[src/rtl/uart_rx.sv]
// UART receiver: 1 start, 7 data bits LSB first, even parity, 1 stop.
// Oversamples rx at CLKS_PER_BIT clocks per bit and samples each bit at its centre.
module uart_rx #(
    parameter int unsigned CLKS_PER_BIT = 16
) (
    input  logic       clk,
    input  logic       rst,
    input  logic       rx,
    output logic [6:0] data,
    output logic       valid,
    output logic       parity_err,
    output logic       frame_err,
    output logic       busy
);

    localparam int unsigned CW = $clog2(CLKS_PER_BIT);
    localparam logic [CW-1:0] CNT_LAST = CW'(CLKS_PER_BIT - 1);
    localparam logic [CW-1:0] CNT_HALF = CW'(CLKS_PER_BIT / 2 - 1);

    typedef enum logic [2:0] {IDLE, START, DATA, PARITY, STOP, DONE} state_t;

    state_t        state;
    logic          rx_m;
    logic          rx_s;
    logic          rx_s_d;
    logic [CW-1:0] bit_cnt;
    logic [2:0]    idx;
    logic [6:0]    shift;
    logic          par_err_r;

    always_ff @(posedge clk or negedge rst) begin
        if (!rst) begin
            rx_m   <= 1'b1;
            rx_s   <= 1'b1;
            rx_s_d <= 1'b1;
        end else begin
            rx_m   <= rx;
            rx_s   <= rx_m;
            rx_s_d <= rx_s;
        end
    end

    always_ff @(posedge clk or negedge rst) begin
        if (!rst) begin
            state      <= IDLE;
            bit_cnt    <= '0;
            idx        <= '0;
            shift      <= '0;
            par_err_r  <= 1'b0;
            data       <= '0;
            valid      <= 1'b0;
            parity_err <= 1'b0;
            frame_err  <= 1'b0;
            busy       <= 1'b0;
        end else begin
            valid <= 1'b0;
            case (state)
                IDLE: begin
                    // Only a high-to-low transition starts a frame, never a held-low line.
                    if (rx_s_d && !rx_s) begin
                        state   <= START;
                        bit_cnt <= '0;
                        busy    <= 1'b1;
                    end
                end
                START: begin
                    if (bit_cnt == CNT_HALF) begin
                        bit_cnt <= '0;
                        idx     <= '0;
                        if (!rx_s) begin
                            state <= DATA;
                        end else begin
                            state <= IDLE;
                            busy  <= 1'b0;
                        end
                    end else begin
                        bit_cnt <= bit_cnt + 1'b1;
                    end
                end
                DATA: begin
                    if (bit_cnt == CNT_LAST) begin
                        bit_cnt     <= '0;
                        shift[idx]  <= rx_s;
                        if (idx == 3'd6) begin
                            state <= PARITY;
                        end else begin
                            idx <= idx + 1'b1;
                        end
                    end else begin
                        bit_cnt <= bit_cnt + 1'b1;
                    end
                end
                PARITY: begin
                    if (bit_cnt == CNT_LAST) begin
                        bit_cnt   <= '0;
                        par_err_r <= rx_s ^ (^shift);
                        state     <= STOP;
                    end else begin
                        bit_cnt <= bit_cnt + 1'b1;
                    end
                end
                STOP: begin
                    // Outputs are loaded on entry so they and valid are visible during DONE.
                    if (bit_cnt == CNT_LAST) begin
                        bit_cnt    <= '0;
                        data       <= shift;
                        parity_err <= par_err_r;
                        frame_err  <= ~rx_s;
                        valid      <= 1'b1;
                        state      <= DONE;
                    end else begin
                        bit_cnt <= bit_cnt + 1'b1;
                    end
                end
                DONE: begin
                    state <= IDLE;
                    busy  <= 1'b0;
                end
                default: begin
                    state <= IDLE;
                    busy  <= 1'b0;
                end
            endcase
        end
    end

endmodule
[config.mk]
export PLATFORM = sky130hd
export DESIGN_NAME = uart_rx
export DESIGN_NICKNAME = d
export VERILOG_FILES = /design/src/rtl/uart_rx.sv
export SDC_FILE = /design/constraint.sdc
export NUM_CORES = 1
export LEC_CHECK = 0
export ABC_CLOCK_PERIOD_IN_PS = 3900
export BUFFER_PORTS_ARGS = -buffer_cell sky130_fd_sc_hd__buf_2
export CORE_ASPECT_RATIO = 1.5
export CORE_MARGIN = 2
export CORE_UTILIZATION = 52
export CTS_BUF_LIST = sky130_fd_sc_hd__clkbuf_4
export DETAILED_ROUTE_END_ITERATION = 7
export GPL_ROUTABILITY_DRIVEN = 0
export PLACE_DENSITY_LB_ADDON = 0.1
export RECOVER_POWER = 50
export REMOVE_ABC_BUFFERS = 1
export SYNTH_ARGS = -nofsm -noshare
export SYNTH_HDL_FRONTEND = slang
export SYNTH_SLANG_ARGS = --single-unit
[constraint.sdc]
create_clock -name clk -period 3.9 [get_ports clk]
set_input_delay 0.585 -clock clk [delete_from_list [all_inputs] [get_ports clk]]
set_output_delay 0.585 -clock clk [all_outputs]
set_load 0.01 [all_outputs]
==> impl_results.md <==
* FF-to-FF setup slack at 2.04 ns
* Die Wd at 48.7 microns
* Vias at 1,066
* Post-route cell area at 1720 sq um
* Initial Utilization at 0.541
* Crit path cell chain: ha_1 -> and3_4 -> and3_4 -> nand2_4 -> nor3b_2 -> mux2_2
* N_diodes at 0
* EDFF count, synth at 0
* Worst EP required at 4.13 ns
* Seq cells post-synth at 32
* Dpl cell area at 1650 sq um
* Clock power share at 0.332
* Largest net degree at the start of global routing at 33
* CTS tree: yes
* Leakage at 0.827 nW
* Buf/Inv on CP at 0
* CP peak stage delay at 0.43 ns
* GR Layer Usage met3 at 0.0443
* Initial antenna violation count at 0
* I/O pin cnt at 14
* Sequential Power Share at 0.501
* WP data arrival at 2.09 ns
* Worst skew pair latency at 0.34 ns
* Max Fclk at 538 MHz
* Fin. Hold Viols at 0
* Area contributors post-synth: dfrtp_1, mux2_2, dfstp_2
* Int Pwr at 546 uW
* Sw Pwr at 209 uW
* Global-route usage over all layers at 0.191
* Status: finished, violations left
* Setup-failing EPs final at 0
* Top cell type's share of synthesized area at 0.465
* Register area share after synthesis at 0.516
* First-pass GRT wire length at 4920 microns
* Share of cells above drive strength 1 at 0.295
* RSZ-0062 raised after global routing: no
* Worst Skew at 0.00697 ns
* Post-synth top area cell: dfrtp_1
* Number of global-route vias before repair at 1,118
* Library cells used by synthesis at 31
* Top cell by count, worst path: and3_4
* Failing checks: max-capacitance violations, max-slew violations
* Synth Flop Type: dfrtp_1
* Hold-fix buffers, CTS at 0
* GR Layer Usage met2 at 0.330
* Routed WL at 2720 microns
* Multi-input gate area at 712 sq um
* Die area at 3460 sq um
* DRT iter0 DRCs at 16
* Final Non-Filler Cells at 195
* Filler cell count in the final layout at 258
* Die H at 71.1 microns
* Clock root buffer: clkbuf_4
* Wirelength per Cell at 14.0 microns
* Reg clk slew, reported paths at 0.10 ns
* CP top delay family: simple AND/OR/NAND/NOR gates
* CTS H-tree depth at 2
* Power Density at 438 nW/um^2
* Logic pwr share at 0.167
* Asr flop ratio synth at 1.00
* Final Util at 0.598
* Slew margin rel. at -0.0638
* Sw frac at 0.277
* Startpoint Class: flop
* Slew Limit Fails at 33
* Register area at 805 sq um
* CTS Buf Count at 5
* Dpl cells at 187
* DRC errors left at 0
* Port Buffer Count at 13
* Post-CTS Setup Repair Bufs at 0
* FP Rows at 24
* Crit. End Element: flop
* First-pass DRT Iterations at 5
* Maxcap violations at 1
* Slowest cell on the critical path: dfrtp_1
* Class of the worst hold path: in2reg
* GRT Residual Overflow at 0
* Syn_area_per_cell at 11.1 sq um
* Remaining antenna violation count after routing at 0
* Synthesized cell area at 1560 sq um
* Grt met1 use at 0.208
* Setup TNS at 0 ns
* Part of the cycle the worst path needs at 0.477
* Core area at 2880 sq um
* Longest Clk Path Bufs at 2
* Yosys warnings at 0
* Cells after Synth at 140
* Worst Setup Path Type: reg2reg
* Tot Pwr at 755 uW
* Maximum vdd drop at 0.367 mV
* Crit Path Max Fanout at 5
* Post-DP HPWL at 2010 microns
* Slew of the pin with the lowest slew margin at 1.60 ns
* CTS resizes at 0
* Post-synth top cells: dfrtp_1, nand2_1, mux2_2, o21ai_0
* Nets@finish at 161
* Vias per inst at 5.47
* Most common cell in the netlist: dfrtp_1
* Crit path time final at 1.86 ns
* Area Overhead vs Synth at 10.6%
* CTS Sinks at 32
* Grt peak-use layer: met2
[power groups by stage]
| stage | Clock [mW] | Combinational (mW) | Sequential, mW |
|---|---|---|---|
| after CTS | 0.263 | 0.128 | 0.378 |
| after global routing | 0.275 | 0.146 | 0.383 |
| after detailed placement | 0 | 0.126 | 0.385 |
| after floorplan | 0 | 0.100 | 0.377 |
| final | 0.250 | 0.126 | 0.379 |
| after global placement | 0 | 0.127 | 0.383 |
[final timing paths]
path | startpoint | endpoint | cells past startpoint
worst max-delay path | bit_cnt[0] | shift[2] | 6
worst max register to register | bit_cnt[0] | shift[2] | 6
worst min register to register | rx_m | rx_s | 0
max in group asynchronous | rst | state[1] | 1
worst min-delay path | rx | rx_m | 1
min in group asynchronous | rst | valid | 1
[cell type report]
type | count | area share
Clock inverter | 2 | 0.0203
Sequential cell | 32 | 0.467
Tap cell | 39 | 0.0283
Timing Repair Buffer | 13 | 0.0370
Multi-Input combinational cell | 99 | 0.413
Inverter | 4 | 0.00871
Clock buffer | 6 | 0.0261
[per-stage QoR]
step | hold WS, ns | worst slack [ns]
2_1_floorplan | 0.289 | 2.20
3_3_place_gp | 0.347 | 2.05
3_5_place_dp | 0.350 | 2.02
4_1_cts | 0.284 | 2.02
5_1_grt | 0.313 | 1.84
6_report | 0.335 | 2.04
[sequential cells by signal, summed over array words and instances (netlist names)]
register	count
data	7
shift	7
bit_cnt	4
idx	3
state	3
busy	1
frame_err	1
par_err_r	1
parity_err	1
rx_m	1
rx_s	1
rx_s_d	1
valid	1
[layout by cell type, fill, tap and decap left out, drive strengths merged]
master	count
o21bai	1
xnor2	8
o21ai	13
buf	12
bufinv	1
a211o	1
and2b	1
a32oi	1
a211oi	1
nand3	5
mux2i	1
dfstp	3
or3	1
mux2	14
ha	3
dfrtp	29
or2	1
clkbuf	7
nor3b	4
o31ai	2
inv	4
nor3	4
a311oi	1
nor2	6
clkinv	1
nor2b	3
nand2	17
and3	3
a21oi	8
[layer usage]
layer / wire (microns) / part of all wire
met5: 0 / 0
met1: 1120 / 0.41
met4: 107 / 0.039
met2: 1410 / 0.52
met3: 90 / 0.033
[kinds of logic (layout without fill, tap and decap cells)]
family	Yosys count	after routing	share of synthesized area
AOI/OAI and AO/OA	28	28	0.106
xor gates and xnor gates	8	8	0.0449
adders and majority gates	3	3	0.0241
buffers and inverters	9	25	0.0273
DFF	32	32	0.516
muxes	15	15	0.108
and+or+nand+nor	45	45	0.174
No activity file was read; power rests on OpenSTA's default activity.
